--- src/rtl/gpio_input_conditioner.sv ---
// GPIO pad input conditioner: synchroniser, optional debounce, edge detect and W1C pending flags.
// Debounce counters exist only when GPIO_IN_DEBOUNCE_EN is defined; otherwise gpio_idr_o tracks sync directly.
module gpio_input_conditioner #(
  parameter int WIDTH           = 16,
  parameter int SYNC_STAGES     = 2,
  parameter int DEBOUNCE_CYCLES = 1000
) (
  input  logic             clk,
  input  logic             rst_n,
  input  logic [WIDTH-1:0] pad_i,
  input  logic [WIDTH-1:0] rise_en_i,
  input  logic [WIDTH-1:0] fall_en_i,
  input  logic [WIDTH-1:0] pend_clr_i,
  output logic [WIDTH-1:0] gpio_idr_o,
  output logic [WIDTH-1:0] edge_pend_o,
  output logic             irq_o
);

  if (SYNC_STAGES < 2 || DEBOUNCE_CYCLES < 1) begin : g_param_check
    $error("gpio_input_conditioner: SYNC_STAGES must be >= 2 and DEBOUNCE_CYCLES >= 1");
  end

  logic [WIDTH-1:0] sync_q [SYNC_STAGES];
  logic [WIDTH-1:0] sync;
  logic [WIDTH-1:0] idr_next;
  logic [WIDTH-1:0] pend_next;
  logic [WIDTH-1:0] rise_evt;
  logic [WIDTH-1:0] fall_evt;

  always_ff @(posedge clk or negedge rst_n) begin
    if (!rst_n) begin
      for (int s = 0; s < SYNC_STAGES; s++) sync_q[s] <= '0;
    end else begin
      sync_q[0] <= pad_i;
      for (int s = 1; s < SYNC_STAGES; s++) sync_q[s] <= sync_q[s-1];
    end
  end

  assign sync = sync_q[SYNC_STAGES-1];

`ifdef GPIO_IN_DEBOUNCE_EN
  localparam int CW = $clog2(DEBOUNCE_CYCLES + 1);
  localparam logic [CW-1:0] CNT_LAST = CW'(DEBOUNCE_CYCLES - 1);

  logic [CW-1:0] cnt      [WIDTH];
  logic [CW-1:0] cnt_next [WIDTH];

  // A pin's new level is accepted only after it has differed for DEBOUNCE_CYCLES cycles in a row.
  always_comb begin
    idr_next = gpio_idr_o;
    for (int i = 0; i < WIDTH; i++) begin
      cnt_next[i] = cnt[i];
      if (sync[i] == gpio_idr_o[i]) begin
        cnt_next[i] = '0;
      end else if (cnt[i] == CNT_LAST) begin
        idr_next[i] = sync[i];
        cnt_next[i] = '0;
      end else begin
        cnt_next[i] = cnt[i] + CW'(1);
      end
    end
  end

  always_ff @(posedge clk or negedge rst_n) begin
    if (!rst_n) begin
      for (int i = 0; i < WIDTH; i++) cnt[i] <= '0;
    end else begin
      for (int i = 0; i < WIDTH; i++) cnt[i] <= cnt_next[i];
    end
  end
`else
  assign idr_next = sync;
`endif

  // Edges are judged on the accepted level, so set happens on the same edge gpio_idr_o moves.
  assign rise_evt  = idr_next & ~gpio_idr_o & rise_en_i;
  assign fall_evt  = ~idr_next & gpio_idr_o & fall_en_i;
  assign pend_next = (edge_pend_o & ~pend_clr_i) | rise_evt | fall_evt;

  always_ff @(posedge clk or negedge rst_n) begin
    if (!rst_n) begin
      gpio_idr_o  <= '0;
      edge_pend_o <= '0;
    end else begin
      gpio_idr_o  <= idr_next;
      edge_pend_o <= pend_next;
    end
  end

  assign irq_o = |edge_pend_o;

endmodule
--- config.mk ---
export PLATFORM = sky130hd
export DESIGN_NAME = gpio_input_conditioner
export DESIGN_NICKNAME = d
export VERILOG_FILES = /design/src/rtl/gpio_input_conditioner.sv
export SDC_FILE = /design/constraint.sdc
export NUM_CORES = 1
export LEC_CHECK = 0
export CORE_ASPECT_RATIO = 1.2
export CORE_UTILIZATION = 40
export DETAILED_ROUTE_END_ITERATION = 7
export PLACE_DENSITY = 0.79
export SLEW_MARGIN = 15
export SYNTH_ARGS = -nofsm -noshare
export SYNTH_HDL_FRONTEND = slang
export SYNTH_SLANG_ARGS = --single-unit
--- constraint.sdc ---
create_clock -name clk -period 1.4 [get_ports clk]
set_clock_uncertainty 0.15 [all_clocks]
set_input_delay 0.28 -clock clk [delete_from_list [all_inputs] [get_ports clk]]
set_output_delay 0.28 -clock clk [all_outputs]
set_load 0.05 [all_outputs]
== Word level (Yosys, flattened, before mapping) ==
Cells that the tools add are included.

* Bitwise operators: 10
* Reductions and logical operators: 1

{| class="wikitable"
|+ Operators with widths
! kind !! count
|-
| $and 16x16->16 || 5
|-
| $not 16->16 || 3
|-
| $or 16x16->16 || 2
|-
| $reduce_or 16->1 || 1
|}

* Register bits after elaboration: 64
* Output and inout port bits: 33
* Word-level logic and storage cells: 15

== Longest topological paths before layout ==
* Word-level depth: 5
* Depth in mapped cells: 2
* Depth with buffers taken out: 2

== Worst setup path before layout ==
No wires, ideal clock.

* Kind: register to output
* Start: register edge_pend_o[2]
* End: output irq_o
* Arrival time: 1389 ps
* Data required time: 970 ps
* Setup slack: -419 ps
* Stages on the path, launching flop included: 3
* Buffers on the path: 0
* Cell sequence: dfrtp_1 > nor4_1 > nand4_1

* Cells in the longest elaborated chain, start to end: 1

{| class="wikitable"
|+ RTL lines
! what !! line !! text
|-
| from (decl) || 15 || <nowiki>output logic [WIDTH-1:0] edge_pend_o,</nowiki>
|-
| from (signal assigned) || 86 || <nowiki>edge_pend_o <= pend_next;</nowiki>
|-
| $reduce_or 16->1 || 90 || <nowiki>assign irq_o = |edge_pend_o;</nowiki>
|-
| to (decl) || 16 || <nowiki>output logic irq_o</nowiki>
|}

No other way between the ends.

== Final worst setup path ==
* Start: register edge_pend_o[13]
* End: output irq_o

Same word-level chain as after synthesis.

==> impl_metrics.tcl <==
set metrics [dict create \
    io_pins 99 \
    die_w_um 67.1 \
    final_util 0.808 \
    path_max_fanout 2 \
    num-fill-cells 272 \
    dieHeight_um 80.2 \
    critical_path_class "reg2out" \
    synth_top_area_share 0.786 \
    antenna_found_initial 0 \
    drt-initial-drc-count 41 \
    yosysWarnings 0 \
    cp.required_ps 970 \
    htreeDepth 3 \
    setup_slack_ps -385 \
    grt_max_degree 32 \
    power_uw 4670 \
    status "finished, violations left" \
    slew_violations 0 \
    gp_congestion 0.742 \
    preCtsSetupSlack_ps -151 \
    synth_area_leaders "dfrtp_1, nand3b_1, o211ai_1" \
    grt_usage 0.214 \
    drt-total-wl_um 5600 \
    synth.ff_latch_count 64 \
    drtPass1Iterations 4 \
    clockBufferDepth 2 \
    drive_above_1_share 0.345 \
    port_buffers 98 \
    placed_area_um2 3580 \
    vias 1615 \
    post-route-period-util 1.27 \
    violations "setup timing" \
    finalSetupViolations 17 \
    muxShareOfSynthArea 0 \
    final_cells 335 \
    syn-instance-count 133 \
    worst_pin_slew_ps 337 \
    synth.avg_cell_area_um2 15.3 \
    syn_area_um2 2040 \
    cp-start-kind "flip-flop" \
    cp_slowest_stage_delay_ps 430 \
    grt_pass1_wl_um 7930 \
    power_leakage_uw 0.00169 \
    hold_viol_final 0 \
    min_path_type "reg2reg" \
    stdcell_area_um2 3960 \
    yosys.area.top_type "dfrtp_1" \
    synthAdderAreaFrac 0 \
    rsz0062_at_grt "yes" \
    dieArea_um2 5380 \
    n_antenna_cell 0 \
    cap_violations 0 \
    max-vdd-ir-drop_mv 0.971 \
    dp_cells 309 \
    final.min_clock_period_ps 1780 \
    slew_headroom 0.775 \
    synth-simple-area-share 0.155 \
    cp-end-kind "output port" \
    ys_seq_area_frac 0.786 \
    final_cell_mix "clkdlybuf4s50_1, dfrtp_1, buf_12" \
    cts_tree "built" \
    cts-buffers-inserted 9 \
    slowest_stage "dfrtp_2" \
    cp_data_arrival_time_ps 1350 \
    remaining_drc_errors 0 \
    coreArea_um2 4900 \
    post-dp-hpwl_um 3600 \
    clkTransAtPathRegs_ps 60 \
    initial_utilization 0.415 \
    insertion_delay_ps 330 \
    drtAntennaViolNets 0 \
    ys_types 8 \
    mostFrequentLayoutCell "clkdlybuf4s50_1" \
    wl_per_cell_um 16.7 \
    cts.sinks 64 \
    cts_root_buf "clkbuf_8" \
    crit_chain "nor4_4, nand4_1, buf_6" \
    area_growth_pct 94.5 \
    powerDensity_nw_per_um2 1180 \
    grt-ovfl-total 0 \
    std_cell_rows 28 \
    viasPerCell 4.82 \
    synth_xor_area_frac 0 \
    nets 336 \
    synth_top_family_by_area "simple AND/OR/NAND/NOR gates" \
    syn_nets 199 \
    grt_pass1_vias 1644 \
    synth_compound_area_frac 0.0590 \
    max_freq_mhz 560 \
]
## logic make-up (layout without fill, tap and decap cells)
family,count (synthesis),count (layout)
AO/OA/AOI/OAI,16,16
AND/OR/NAND/NOR,53,53
flip-flops,64,64
buffers and inverters,0,142
## registers in the layout, indices dropped and copies added, names as in the netlist
register,cells
edge_pend_o,16
sync_q,16
idr_next,16
gpio_idr_o,16
## metal layers
metal	part of all wire	up-vias	global-route usage
met1	0.36	787	0.219
li1	-	743	-
met5	0	-	0
met2	0.56	77	0.388
met4	0.020	0	0.0638
met3	0.062	8	0.0852
## final timing paths
path | start | end | slack (ps) | cells past startpoint
worst max register to register | edge_pend_o[10] | edge_pend_o[10] | 190 | 3
worst max-delay path | edge_pend_o[13] | irq_o | -380 | 3
worst min register to register | sync_q[18] | idr_next[2] | 190 | 0
min in group asynchronous | rst_n | sync_q[20] | 250 | 2
worst min-delay path | sync_q[18] | idr_next[2] | 190 | 0
max in group asynchronous | rst_n | gpio_idr_o[8] | 370 | 3
## cell type report
type,instances,area (um2),share of cell area
Sequential cell,64,1620,0.409
Timing Repair Buffer,126,1600,0.403
Multi-Input combinational cell,69,487,0.123
Clock buffer,13,169,0.0426
Tap cell,60,75.1,0.0190
Clock inverter,3,15.0,0.00379
## per-stage QoR
| stage | TNS [ps] | hold WS [ps] |
|---|---|---|
| floorplan | -340 | -166 |
| global placement | -143 | 42.4 |
| detailed placement | -151 | 37.6 |
| CTS | -1340 | 197 |
| global route | -1850 | 202 |
| finish | -1280 | 195 |
## timing repair
item	in CTS	in global routing
hold buffers	1	0
endpoints found under the setup margin	17	19
gates resized for setup	20	16
endpoints found under the hold margin	64	0
buffers inserted	6	16
pin swaps	2	1
## worst max-delay path, delay by kind of cell (launching register included)
family	cells	cell delay, ps
AND/OR/NAND/NOR	2	430
buffers and inverters	1	170
flip-flops	1	430
## report_power, final
part           internal [uW]  leakage, uW  switching [uW]  total, uW
sequential              1980     0.000739             124       2100
clock                    779    0.0000992             645       1420
combinational            650     0.000847             488       1140
## cell usage after synthesis
library cell	n
o211ai_1	16
nand2_1	16
dfrtp_1	64
or2b_1	3
nand3b_1	16
nand2b_1	13
nor4_1	4
nand4_1	1
Note: power is estimated with default switching activity, not from simulation.
